--- config.mk ---
export PLATFORM = sky130hd
export DESIGN_NAME = uart_time_reporter
export DESIGN_NICKNAME = d
export VERILOG_FILES = /design/src/rtl/uart_report_pkg.sv /design/src/rtl/uart_tx_byte.sv /design/src/rtl/uart_time_reporter.sv
export SDC_FILE = /design/constraint.sdc
export NUM_CORES = 1
export LEC_CHECK = 0
export ABC_AREA = 1
export CORE_MARGIN = 2
export CORE_UTILIZATION = 55
export CTS_BUF_LIST = sky130_fd_sc_hd__clkbuf_4
export CTS_CLUSTER_SIZE = 10
export DETAILED_ROUTE_END_ITERATION = 12
export GPL_TIMING_DRIVEN = 0
export PLACE_DENSITY_LB_ADDON = 0.2
export SLEW_MARGIN = 20
export SYNTH_ARGS = -nofsm -noshare
export SYNTH_HDL_FRONTEND = slang
export SYNTH_HIERARCHICAL = 1
export SYNTH_SLANG_ARGS = --single-unit
export TNS_END_PERCENT = 10
--- constraint.sdc ---
create_clock -name clk -period 2.7 [get_ports clk]
set_input_delay 0.54 -clock clk [delete_from_list [all_inputs] [get_ports clk]]
set_output_delay 0.54 -clock clk [all_outputs]
set_load 0.005 [all_outputs]
--- src/rtl/uart_report_pkg.sv ---
// Shared types and constants for the UART time reporter: FSM states, ASCII
// framing characters and the BCD-to-ASCII digit mapping.
package uart_report_pkg;

  typedef enum logic [2:0] {
    ST_IDLE,
    ST_LOAD,
    ST_START,
    ST_DATA,
    ST_STOP,
    ST_NEXT
  } state_e;

  localparam logic [7:0] COLON = 8'h3A;
  localparam logic [7:0] CR    = 8'h0D;
  localparam logic [7:0] LF    = 8'h0A;
  localparam logic [7:0] QMARK = 8'h3F;
  localparam logic [7:0] TAG_P = 8'h50;

  localparam int FRAME_LEN_BASE = 7;

  // Non-BCD nibbles are shown as '?' so a corrupted digit is visible on the host.
  function automatic logic [7:0] bcd_to_ascii(input logic [3:0] d);
    return (d > 4'd9) ? QMARK : (8'h30 + {4'h0, d});
  endfunction

endpackage

--- src/rtl/uart_tx_byte.sv ---
// 8N1 byte transmitter: baud counter plus 10-bit shift register, LSB first,
// idle high. Exposes bit position and counter phase so the caller can track it.
module uart_tx_byte #(
  parameter int DIV = 868
) (
  input  logic       clk,
  input  logic       rst_n,
  input  logic       i_load,
  input  logic [7:0] i_data,
  output logic       o_ready,
  output logic       o_tx,
  output logic [3:0] o_bit,
  output logic       o_cnt_last,
  output logic       o_cnt_prelast
);

  localparam int CW = $clog2(DIV);
  localparam logic [CW-1:0] CNT_LAST    = CW'(DIV - 1);
  localparam logic [CW-1:0] CNT_PRELAST = CW'(DIV - 2);

  logic          r_active;
  logic          r_tx;
  logic [9:0]    r_shift;
  logic [3:0]    r_bit;
  logic [CW-1:0] r_cnt;

  // Handshake: a byte is taken on any cycle where i_load && o_ready. o_ready is
  // high when idle and also during the final stop-bit cycle, so bytes can run
  // back-to-back with no idle gap between them.
  assign o_cnt_last    = (r_cnt == CNT_LAST);
  assign o_cnt_prelast = (r_cnt == CNT_PRELAST);
  assign o_ready       = !r_active || ((r_bit == 4'd9) && o_cnt_last);
  assign o_tx          = r_tx;
  assign o_bit         = r_bit;

  always_ff @(posedge clk or negedge rst_n) begin
    if (!rst_n) begin
      r_active <= 1'b0;
      r_tx     <= 1'b1;
      r_shift  <= '1;
      r_bit    <= '0;
      r_cnt    <= '0;
    end else if (i_load && o_ready) begin
      r_active <= 1'b1;
      r_tx     <= 1'b0;
      r_shift  <= {1'b1, i_data, 1'b0};
      r_bit    <= '0;
      r_cnt    <= '0;
    end else if (r_active) begin
      if (o_cnt_last) begin
        r_cnt <= '0;
        if (r_bit == 4'd9) begin
          r_active <= 1'b0;
          r_tx     <= 1'b1;
        end else begin
          r_bit   <= r_bit + 4'd1;
          r_shift <= {1'b1, r_shift[9:1]};
          r_tx    <= r_shift[1];
        end
      end else begin
        r_cnt <= r_cnt + 1'b1;
      end
    end
  end

endmodule

--- src/rtl/uart_time_reporter.sv ---
// Streams "MM:SS\r\n" over UART whenever the BCD time changes or on send_req.
// Optional UART_REPORT_PAUSE_TAG_EN inserts 'P' before CR/LF when stopped.
module uart_time_reporter
  import uart_report_pkg::*;
#(
  parameter int CLK_HZ   = 100_000_000,
  parameter int BAUD     = 115_200,
  parameter int Q_DROP_W = 8
) (
  input  logic                clk,
  input  logic                rst_n,
  input  logic [3:0]          min_tens,
  input  logic [3:0]          min_ones,
  input  logic [3:0]          sec_tens,
  input  logic [3:0]          sec_ones,
  input  logic                count_enable,
  input  logic                send_req,
  output logic                tx,
  output logic                busy,
  output logic [Q_DROP_W-1:0] drop_cnt,
  output state_e              dbg_state
);

  localparam int BAUD_DIV = CLK_HZ / BAUD;

  state_e              r_state, w_next;
  logic [15:0]         w_digits, w_src, r_snap, r_prev;
  logic                r_chg, r_upd, r_pending, r_busy;
  logic [Q_DROP_W-1:0] r_drop;
  logic [2:0]          r_idx, w_cidx, w_last_idx;
  logic                w_ce_snap_diff, w_ce_prev_diff, w_tag;
  logic [7:0]          w_char;
  logic                w_load, w_tx_ready, w_cnt_last, w_cnt_prelast, w_in_frame, w_tx;
  logic [3:0]          w_bit;

  assign w_digits = {min_tens, min_ones, sec_tens, sec_ones};

`ifdef UART_REPORT_PAUSE_TAG_EN
  logic r_snap_ce, r_prev_ce;

  always_ff @(posedge clk or negedge rst_n) begin
    if (!rst_n) begin
      r_snap_ce <= 1'b1;
      r_prev_ce <= 1'b1;
    end else begin
      r_prev_ce <= count_enable;
      if (r_state == ST_LOAD) r_snap_ce <= count_enable;
    end
  end

  assign w_ce_snap_diff = (count_enable != r_snap_ce);
  assign w_ce_prev_diff = (count_enable != r_prev_ce);
  assign w_tag          = !r_snap_ce;
`else
  logic w_unused_ce;
  assign w_unused_ce    = count_enable;
  assign w_ce_snap_diff = 1'b0;
  assign w_ce_prev_diff = 1'b0;
  assign w_tag          = 1'b0;
`endif

  assign w_last_idx = w_tag ? 3'd7 : 3'(FRAME_LEN_BASE - 1);
  assign w_in_frame = (r_state == ST_START) || (r_state == ST_DATA) ||
                      (r_state == ST_STOP)  || (r_state == ST_NEXT);

  // LOAD sends char 0 on the same edge the snapshot is captured, so it reads live digits.
  always_comb begin
    w_src  = (r_state == ST_LOAD) ? w_digits : r_snap;
    w_cidx = (r_state == ST_NEXT) ? (r_idx + 3'd1) : 3'd0;
    case (w_cidx)
      3'd0:    w_char = bcd_to_ascii(w_src[15:12]);
      3'd1:    w_char = bcd_to_ascii(w_src[11:8]);
      3'd2:    w_char = COLON;
      3'd3:    w_char = bcd_to_ascii(w_src[7:4]);
      3'd4:    w_char = bcd_to_ascii(w_src[3:0]);
      3'd5:    w_char = w_tag ? TAG_P : CR;
      3'd6:    w_char = w_tag ? CR : LF;
      default: w_char = LF;
    endcase
  end

  always_comb begin
    w_next = r_state;
    w_load = 1'b0;
    case (r_state)
      ST_IDLE:  if (r_chg) w_next = ST_LOAD;
      ST_LOAD: begin
        w_load = 1'b1;
        w_next = ST_START;
      end
      ST_START: if (w_bit == 4'd0 && w_cnt_last) w_next = ST_DATA;
      ST_DATA:  if (w_bit == 4'd8 && w_cnt_last) w_next = ST_STOP;
      // NEXT overlaps the final stop-bit cycle so the next start bit follows without a gap.
      ST_STOP:  if (w_bit == 4'd9 && w_cnt_prelast) w_next = ST_NEXT;
      ST_NEXT: begin
        if (r_idx < w_last_idx) begin
          w_load = 1'b1;
          w_next = ST_START;
        end else if (r_pending || r_upd) begin
          w_next = ST_LOAD;
        end else begin
          w_next = ST_IDLE;
        end
      end
      default:  w_next = ST_IDLE;
    endcase
  end

  always_ff @(posedge clk or negedge rst_n) begin
    if (!rst_n) begin
      r_state   <= ST_IDLE;
      r_snap    <= 16'hFFFF;
      r_prev    <= 16'hFFFF;
      r_chg     <= 1'b0;
      r_upd     <= 1'b0;
      r_pending <= 1'b0;
      r_busy    <= 1'b0;
      r_drop    <= '0;
      r_idx     <= '0;
    end else begin
      r_state <= w_next;
      r_prev  <= w_digits;
      // r_chg is a level compare for IDLE; r_upd flags each new event while a frame runs.
      r_chg   <= (w_digits != r_snap) || w_ce_snap_diff || send_req;
      r_upd   <= (r_state != ST_LOAD) &&
                 ((w_digits != r_prev) || w_ce_prev_diff || send_req);
      if (r_state == ST_LOAD) begin
        r_snap    <= w_digits;
        r_pending <= 1'b0;
        r_idx     <= '0;
        r_busy    <= 1'b1;
      end else if (w_in_frame && r_upd) begin
        if (!r_pending) r_pending <= 1'b1;
        else if (r_drop != '1) r_drop <= r_drop + 1'b1;
      end
      if (r_state == ST_NEXT) begin
        if (r_idx < w_last_idx) r_idx <= r_idx + 3'd1;
        else r_busy <= 1'b0;
      end
    end
  end

  uart_tx_byte #(
    .DIV (BAUD_DIV)
  ) u_tx (
    .clk           (clk),
    .rst_n         (rst_n),
    .i_load        (w_load),
    .i_data        (w_char),
    .o_ready       (w_tx_ready),
    .o_tx          (w_tx),
    .o_bit         (w_bit),
    .o_cnt_last    (w_cnt_last),
    .o_cnt_prelast (w_cnt_prelast)
  );

  logic w_unused_ready;
  assign w_unused_ready = w_tx_ready;

  assign tx        = w_tx;
  assign busy      = r_busy;
  assign drop_cnt  = r_drop;
  assign dbg_state = r_state;

endmodule

==> impl_metrics.xml, run 1 <==
<?xml version="1.0" encoding="UTF-8"?>
<metrics>
  <group name="grt">
    <metric name="total_gr_overflow" unit="">0</metric>
    <metric name="maximum_number_of_pins_on_one_net_before_global_route_repair" unit="">47</metric>
    <metric name="grt_first_pass_wirelength" unit="um">14700</metric>
    <metric name="grt_pass1_vias" unit="">3223</metric>
    <metric name="grt_antenna_before_repair" unit="">0</metric>
    <metric name="groute.usage.overall" unit="">0.224</metric>
  </group>
  <group name="cells_and_area">
    <metric name="antenna_diode_count" unit="">0</metric>
    <metric name="syn2layout_area_growth" unit="%">13.8</metric>
    <metric name="layout.cells.non_filler" unit="">680</metric>
    <metric name="layout_commonest_cell" unit="">nand2_1</metric>
    <metric name="drive_above_1_share" unit="">0.157</metric>
    <metric name="nets" unit="">602</metric>
    <metric name="mostFrequentLayoutCells" unit="">nand2_1 (184), inv_1 (68), nor2_1 (44)</metric>
    <metric name="layout.cell_area.non_filler" unit="um2">4680</metric>
  </group>
  <group name="floorplanning">
    <metric name="dieArea" unit="um2">8180</metric>
    <metric name="die_width" unit="um">90.4</metric>
    <metric name="core-area" unit="um2">7250</metric>
    <metric name="initial_core_util" unit="">0.566</metric>
    <metric name="ioPinCount" unit="">33</metric>
    <metric name="die-height" unit="um">90.4</metric>
    <metric name="placement_rows" unit="">31</metric>
  </group>
  <group name="clock_network">
    <metric name="clk_root_buffer_cell" unit="">clkbuf_4</metric>
    <metric name="cts.sinks" unit="">74</metric>
    <metric name="post-cts-setup-buffer-count" unit="">0</metric>
    <metric name="cts_resized" unit="">0</metric>
    <metric name="clock_tree.htree_level_count" unit="">3</metric>
    <metric name="worst_setup_hold_path_clk_slew" unit="ns">0.13</metric>
    <metric name="cts_tree" unit="">yes</metric>
    <metric name="clk_latency" unit="ns">0.42</metric>
    <metric name="cts_max_path_buffers" unit="">2</metric>
    <metric name="cts-buffers-inserted" unit="">9</metric>
    <metric name="post_cts_hold_buffer_count" unit="">0</metric>
  </group>
  <group name="worst_setup_path">
    <metric name="r2r-end" unit="">u_tx/r_shift[4]</metric>
    <metric name="timing.reg2reg.setup_slack" unit="ns">0.37</metric>
    <metric name="worst_setup_path_end_kind" unit="">register</metric>
    <metric name="kind_of_critical_path" unit="">register to register</metric>
    <metric name="worst_ep_arrival_time" unit="ns">2.69</metric>
    <metric name="worstSetupEndpoint" unit="">u_tx/r_shift[4]</metric>
    <metric name="timing.critical_path.from" unit="">dbg_state[2]</metric>
    <metric name="startpoint_type_of_the_worst_setup_path" unit="">register</metric>
    <metric name="timing.reg2reg.worst_path_depth" unit="">13</metric>
    <metric name="regToRegStartpoint" unit="">dbg_state[2]</metric>
    <metric name="crit_path_max_fanout" unit="">10</metric>
    <metric name="required" unit="ns">3.05</metric>
  </group>
  <group name="routing">
    <metric name="detail_route.first_pass.iterations" unit="">5</metric>
    <metric name="ratio_of_routed_vias_to_standard_cells" unit="">5.06</metric>
    <metric name="first_iter_violations" unit="">201</metric>
    <metric name="drt-wirelength-per-cell" unit="um">12.5</metric>
    <metric name="postRouteAntennaNets" unit="">0</metric>
    <metric name="drt_wl_total" unit="um">8510</metric>
    <metric name="drcViolationCount" unit="">0</metric>
    <metric name="detailroute.via_count" unit="">3439</metric>
  </group>
  <group name="yosys">
    <metric name="synth.ff_latch_count" unit="">74</metric>
    <metric name="post_syn_instances" unit="">532</metric>
    <metric name="combinational_family_with_the_most_area_after_synthesis" unit="">simple AND/OR/NAND/NOR gates</metric>
    <metric name="synthesized_area_fraction_occupied_by_xor_and_xnor_cells" unit="">0.0576</metric>
    <metric name="post_synth_instance_area" unit="um2">4110</metric>
    <metric name="synth-async-reset-ratio" unit="">1.00</metric>
    <metric name="yosys-mux-area-fraction" unit="">0</metric>
    <metric name="synth_flop_cell" unit="">dfstp_2</metric>
    <metric name="synth-edff-count" unit="">0</metric>
    <metric name="yosysSeqAreaShare" unit="">0.463</metric>
    <metric name="area_share_of_fa_ha_maj_cells_after_synthesis" unit="">0.0183</metric>
    <metric name="synth.lib_cells_used.distinct" unit="">41</metric>
    <metric name="post_synth_and_or_nand_nor_area_fraction" unit="">0.306</metric>
    <metric name="synth_compound_area_frac" unit="">0.0728</metric>
    <metric name="postSynthAreaPerCell" unit="um2">7.72</metric>
    <metric name="number_of_warnings_issued_by_yosys" unit="">6</metric>
  </group>
  <group name="place">
    <metric name="portBuffers" unit="">31</metric>
    <metric name="gp_routability_congestion" unit="">0.898</metric>
    <metric name="dpl.cell_count" unit="">664</metric>
    <metric name="placement.cell_area" unit="um2">4570</metric>
    <metric name="place_hpwl" unit="um">6230</metric>
  </group>
  <group name="pwr">
    <metric name="ir_drop" unit="V">0.000458</metric>
    <metric name="static-leakage-power" unit="nW">2.31</metric>
    <metric name="powerDensity" unit="nW/um2">833</metric>
    <metric name="p_total" unit="mW">3.90</metric>
  </group>
  <group name="status">
    <metric name="status" unit="">finished clean</metric>
  </group>
  <group name="timing">
    <metric name="rsz0062_at_grt" unit="">no</metric>
    <metric name="finalSetupViolCount" unit="">0</metric>
    <metric name="final.min_clock_period" unit="ns">2.33</metric>
    <metric name="final_max_slew_viol_count" unit="">0</metric>
    <metric name="fmaxAchievable" unit="GHz">0.428</metric>
    <metric name="report.final.hold_viol_count" unit="">0</metric>
    <metric name="fin_worst_skew" unit="ns">0.0228</metric>
    <metric name="post-route-period-util" unit="">0.865</metric>
  </group>
  <group name="job">
    <metric name="cap_viol_max_count" unit="">0</metric>
  </group>
  <group name="min_path">
    <metric name="holdCritPathClass" unit="">input port to async pin</metric>
  </group>
</metrics>
-- per-layer routing --
layer  global-route usage  routed length (um)  vias up
met5                    0                   0        -
met3               0.0401                 321       12
met2                0.356                3940       65
met4               0.0782                 126        0
met1                0.310                4120     1615
li1                     -                   -     1747
-- through the flow --
step | setup TNS (ns) | util | worst slack (ns) | hold WS [ns]
finish | 0 | 0.645 | 0.366 | 0.0307
floorplan | 0 | - | 0.789 | 0.244
global route | 0 | 0.645 | 0.0977 | 0.0414
CTS | 0 | 0.645 | 0.390 | 0.0311
global placement | -68.55 | 0.627 | -1.39 | 0.456
detailed placement | 0 | 0.630 | 0.401 | 0.455
-- worst min-delay path by stage --
stage / end / slack (ns) / depth (start not counted)
after global placement: u_tx/r_shift[4] / 0.46 / 2
final: u_tx/r_cnt[0] / 0.03 / 1
after CTS: u_tx/r_cnt[3] / 0.03 / 1
after detailed placement: u_tx/r_shift[1] / 0.46 / 2
after floorplan: busy / 0.24 / 0
after global routing: u_tx/r_cnt[3] / 0.04 / 1
-- sequential cells by signal (all words and copies together) (netlist names) --
name	flops
r_chg	1
dbg_state	3
u_tx/o_tx	1
u_tx/r_cnt	10
u_tx/r_active	1
r_prev	16
r_idx	3
r_pending	1
r_snap	16
drop_cnt	8
busy	1
r_upd	1
u_tx/r_shift	8
u_tx/o_bit	4
-- power breakdown --
group	internal, mW	switching [mW]	total [mW]
Sequential	1.45	0.191	1.64
Combinational	0.636	1.05	1.68
Clock	0.200	0.375	0.575
Total	2.28	1.61	3.90
-- critical path: stages (launching register included) --
cell     delay [ns]
dfrtp_1        0.54
nor2_4         0.10
nand2_4        0.12
inv_2          0.09
nor2_1         0.21
inv_1          0.17
nor2_1         0.23
inv_1          0.22
nand2_4        0.17
inv_4          0.08
nand2_2        0.10
buf_6          0.14
nand2_1        0.06
nand2_1        0.07
-- logic make-up (layout without fill, tap and decap cells) --
logic type	after synthesis	in the layout
other	1	2
buffers and inverters	81	129
and+or+nand+nor	295	295
AOI/OAI and AO/OA	48	48
xor gates and xnor gates	27	27
adders and majority gates	6	6
DFF	74	74
-- area by class of cell --
type | instances | area [um2]
sequential | 74 | 1900
clock buffer | 11 | 82.6
buffer | 9 | 61.3
timing repair buffer | 32 | 335
clock inverter | 5 | 22.5
fill | 656 | 2580
multi-input combinational | 378 | 1870
tap | 99 | 124
inverter | 72 | 273
-- Yosys cell counts, types with 2 or more instances --
cell | count | area share
nand4_1 | 4 | 0.0061
nand2_4 | 2 | 0.0055
o21ai_1 | 2 | 0.0024
dfrtp_1 | 33 | 0.20
nor3_1 | 6 | 0.0073
o2111ai_1 | 3 | 0.0064
nor2_1 | 44 | 0.040
or2_2 | 3 | 0.0046
ha_1 | 6 | 0.018
nand3b_1 | 4 | 0.0073
inv_1 | 68 | 0.062
buf_6 | 2 | 0.0055
xnor2_1 | 13 | 0.028
buf_2 | 3 | 0.0037
nand3_1 | 34 | 0.041
dfstp_2 | 41 | 0.26
o22ai_1 | 4 | 0.0061
xor2_1 | 14 | 0.030
nand2_2 | 4 | 0.0061
o21ai_0 | 17 | 0.021
nand2_1 | 184 | 0.17
nor2_2 | 5 | 0.0076
o21a_1 | 3 | 0.0055
o21ai_2 | 3 | 0.0064
inv_2 | 3 | 0.0027
buf_4 | 2 | 0.0037
a21oi_1 | 11 | 0.013
No activity file was read; power rests on OpenSTA's default activity.
==> run 2: changes to the inputs <==
--- a/config.mk
+++ b/config.mk
@@ -9,8 +9,10 @@
 export CORE_MARGIN = 2
 export CORE_UTILIZATION = 55
 export CTS_BUF_LIST = sky130_fd_sc_hd__clkbuf_4
-export CTS_CLUSTER_SIZE = 10
+export CTS_CLUSTER_DIAMETER = 150
+export CTS_CLUSTER_SIZE = 25
 export DETAILED_ROUTE_END_ITERATION = 12
+export DONT_BUFFER_PORTS = 1
 export GPL_TIMING_DRIVEN = 0
 export PLACE_DENSITY_LB_ADDON = 0.2
 export SLEW_MARGIN = 20
==> impl_metrics.xml, run 2 (synthesized netlist as in run 1, its figures left out) <==
<?xml version="1.0" encoding="UTF-8"?>
<metrics>
  <group name="clock_network">
    <metric name="clock_tree.htree_level_count" unit="">3</metric>
    <metric name="post-cts-setup-buffer-count" unit="">0</metric>
    <metric name="cts-buffers-inserted" unit="">9</metric>
    <metric name="clk_root_buffer_cell" unit="">clkbuf_4</metric>
    <metric name="worst_setup_hold_path_clk_slew" unit="ns">0.12</metric>
    <metric name="cts_tree" unit="">yes</metric>
    <metric name="cts.sinks" unit="">74</metric>
    <metric name="cts_max_path_buffers" unit="">2</metric>
    <metric name="clk_latency" unit="ns">0.43</metric>
  </group>
  <group name="pwr">
    <metric name="static-leakage-power" unit="nW">2.20</metric>
    <metric name="powerDensity" unit="nW/um2">874</metric>
    <metric name="ir_drop" unit="V">0.000506</metric>
  </group>
  <group name="grt">
    <metric name="groute.usage.overall" unit="">0.215</metric>
    <metric name="grt_first_pass_wirelength" unit="um">14100</metric>
    <metric name="grt_pass1_vias" unit="">3103</metric>
    <metric name="maximum_number_of_pins_on_one_net_before_global_route_repair" unit="">75</metric>
    <metric name="total_gr_overflow" unit="">0</metric>
    <metric name="grt_antenna_before_repair" unit="">0</metric>
  </group>
  <group name="min_path">
    <metric name="holdCritPathClass" unit="">input port to register</metric>
  </group>
  <group name="cells_and_area">
    <metric name="antenna_diode_count" unit="">0</metric>
    <metric name="layout_commonest_cell" unit="">nand2_1</metric>
    <metric name="syn2layout_area_growth" unit="%">7.28</metric>
    <metric name="finalCoreUtilization" unit="">0.608</metric>
    <metric name="drive_above_1_share" unit="">0.169</metric>
    <metric name="biggestRegsByFlops" unit="">r_prev (16), r_snap (16), u_tx/r_cnt (10)</metric>
    <metric name="mostFrequentLayoutCells" unit="">nand2_1 (184), inv_1 (68), nor2_1 (44)</metric>
    <metric name="nets" unit="">572</metric>
    <metric name="layout.cells.non_filler" unit="">650</metric>
    <metric name="layout.cell_area.non_filler" unit="um2">4410</metric>
  </group>
  <group name="floorplanning">
    <metric name="core-area" unit="um2">7250</metric>
    <metric name="dieArea" unit="um2">8180</metric>
    <metric name="die-height" unit="um">90.4</metric>
    <metric name="placement_rows" unit="">31</metric>
    <metric name="die_width" unit="um">90.4</metric>
    <metric name="initial_core_util" unit="">0.566</metric>
    <metric name="ioPinCount" unit="">33</metric>
  </group>
  <group name="routing">
    <metric name="detailroute.via_count" unit="">3250</metric>
    <metric name="detail_route.first_pass.iterations" unit="">4</metric>
    <metric name="drcViolationCount" unit="">0</metric>
    <metric name="drt_wl_total" unit="um">8100</metric>
    <metric name="drt-wirelength-per-cell" unit="um">12.5</metric>
    <metric name="postRouteAntennaNets" unit="">0</metric>
    <metric name="ratio_of_routed_vias_to_standard_cells" unit="">5.00</metric>
    <metric name="first_iter_violations" unit="">180</metric>
  </group>
  <group name="timing">
    <metric name="final.min_clock_period" unit="ns">2.43</metric>
    <metric name="post-route-period-util" unit="">0.900</metric>
    <metric name="fin_worst_hold_slack" unit="ns">0.0830</metric>
    <metric name="fin_setup_tns" unit="ns">0</metric>
    <metric name="fmaxAchievable" unit="GHz">0.411</metric>
    <metric name="fin_worst_skew" unit="ns">0.0164</metric>
    <metric name="finalSetupViolCount" unit="">0</metric>
    <metric name="report.final.hold_viol_count" unit="">0</metric>
    <metric name="rsz0062_at_grt" unit="">no</metric>
    <metric name="final_max_slew_viol_count" unit="">0</metric>
  </group>
  <group name="worst_setup_path">
    <metric name="timing.critical_path.from" unit="">dbg_state[0]</metric>
    <metric name="worstSetupEndpoint" unit="">u_tx/o_bit[2]</metric>
    <metric name="r2r-end" unit="">u_tx/o_bit[2]</metric>
    <metric name="timing.reg2reg.setup_slack" unit="ns">0.27</metric>
    <metric name="crit_path_max_fanout" unit="">10</metric>
    <metric name="worst_ep_arrival_time" unit="ns">2.80</metric>
    <metric name="startpoint_type_of_the_worst_setup_path" unit="">register</metric>
    <metric name="timing.reg2reg.worst_path_depth" unit="">13</metric>
    <metric name="kind_of_critical_path" unit="">register to register</metric>
    <metric name="required" unit="ns">3.07</metric>
    <metric name="worst_setup_path_end_kind" unit="">register</metric>
    <metric name="regToRegStartpoint" unit="">dbg_state[0]</metric>
  </group>
  <group name="place">
    <metric name="dpl.cell_count" unit="">632</metric>
    <metric name="place_hpwl" unit="um">5800</metric>
    <metric name="portBuffers" unit="">0</metric>
    <metric name="placement.cell_area" unit="um2">4240</metric>
    <metric name="gp_routability_congestion" unit="">0.846</metric>
  </group>
  <group name="job">
    <metric name="cap_viol_max_count" unit="">0</metric>
  </group>
  <group name="status">
    <metric name="status" unit="">finished clean</metric>
  </group>
</metrics>
[run 2: cell count changes in the layout (fill, tap and decap cells not counted)]
cell and change:
clkinvlp_4 +1, buf_4 -1, dlygate4sd3_1 +1, clkinv_2 +1, clkbuf_4 -1, clkinv_1 -2
dfrtp_2 +1, bufinv_16 +1, clkdlybuf4s50_1 -30, dfrtp_1 -1
[run 2: cell type report]
class | count | area [um2]
multi-input cells | 378 | 1870
clock buffers | 10 | 75.1
well taps | 99 | 124
repair buffers | 2 | 37.5
clock inverters | 6 | 57.6
flip-flops and latches | 74 | 1900
inverters | 72 | 273
fillers | 673 | 2850
plain buffers | 9 | 61.3
[run 2: how the worst min path moves through the flow]
stage                       endpoint  depth (start not counted)         from  slack [ns]
after global routing      r_prev[11]                          0  min_ones[3]        0.05
after detailed placement        busy                          0        rst_n        0.25
final                     r_prev[11]                          0  min_ones[3]        0.08
after CTS                 r_prev[11]                          0  min_ones[3]        0.07
after floorplan                 busy                          0        rst_n        0.24
after global placement          busy                          0        rst_n        0.25
[run 2: power by group]
group	internal (mW)	switching, mW	leakage (nW)	total (mW)
combinational	0.517	1.00	1.30	1.52
sequential	1.45	0.207	0.828	1.65
clock	0.286	0.389	0.0759	0.675
total	2.25	1.60	2.20	3.85
[run 2: metal layers]
metal | routed length, um | track usage
met2 | 3670 | 0.336
met4 | 82 | 0.0538
met1 | 4030 | 0.295
met5 | 0 | 0
met3 | 314 | 0.0618
[run 2: what timing repair did]
item	CTS	global route
endpoints found under the hold margin	74	0
gates resized for setup	0	1
hold buffers	2	0
setup endpoints to repair	0	2
[run 2: per-stage QoR]
stage | worst slack, ns | power [mW]
2_1_floorplan | 0.789 | 2.79
4_1_cts | 0.297 | 3.85
5_1_grt | 0.0235 | 4.18
3_5_place_dp | 0.338 | 3.14
3_3_place_gp | 0.353 | 3.10
6_report | 0.269 | 3.85
[run 2: critical path, cell delays in order, from the launching register on]
cell and delay, ns:
dfrtp_1 0.43, clkbuf_2 0.20, nand2_4 0.15, inv_2 0.09, nor2_1 0.22, inv_1 0.18
nor2_1 0.26, inv_1 0.22, nand2_4 0.16, inv_4 0.08, nand2_2 0.10, buf_6 0.14
nand2_1 0.05, nand2_1 0.07
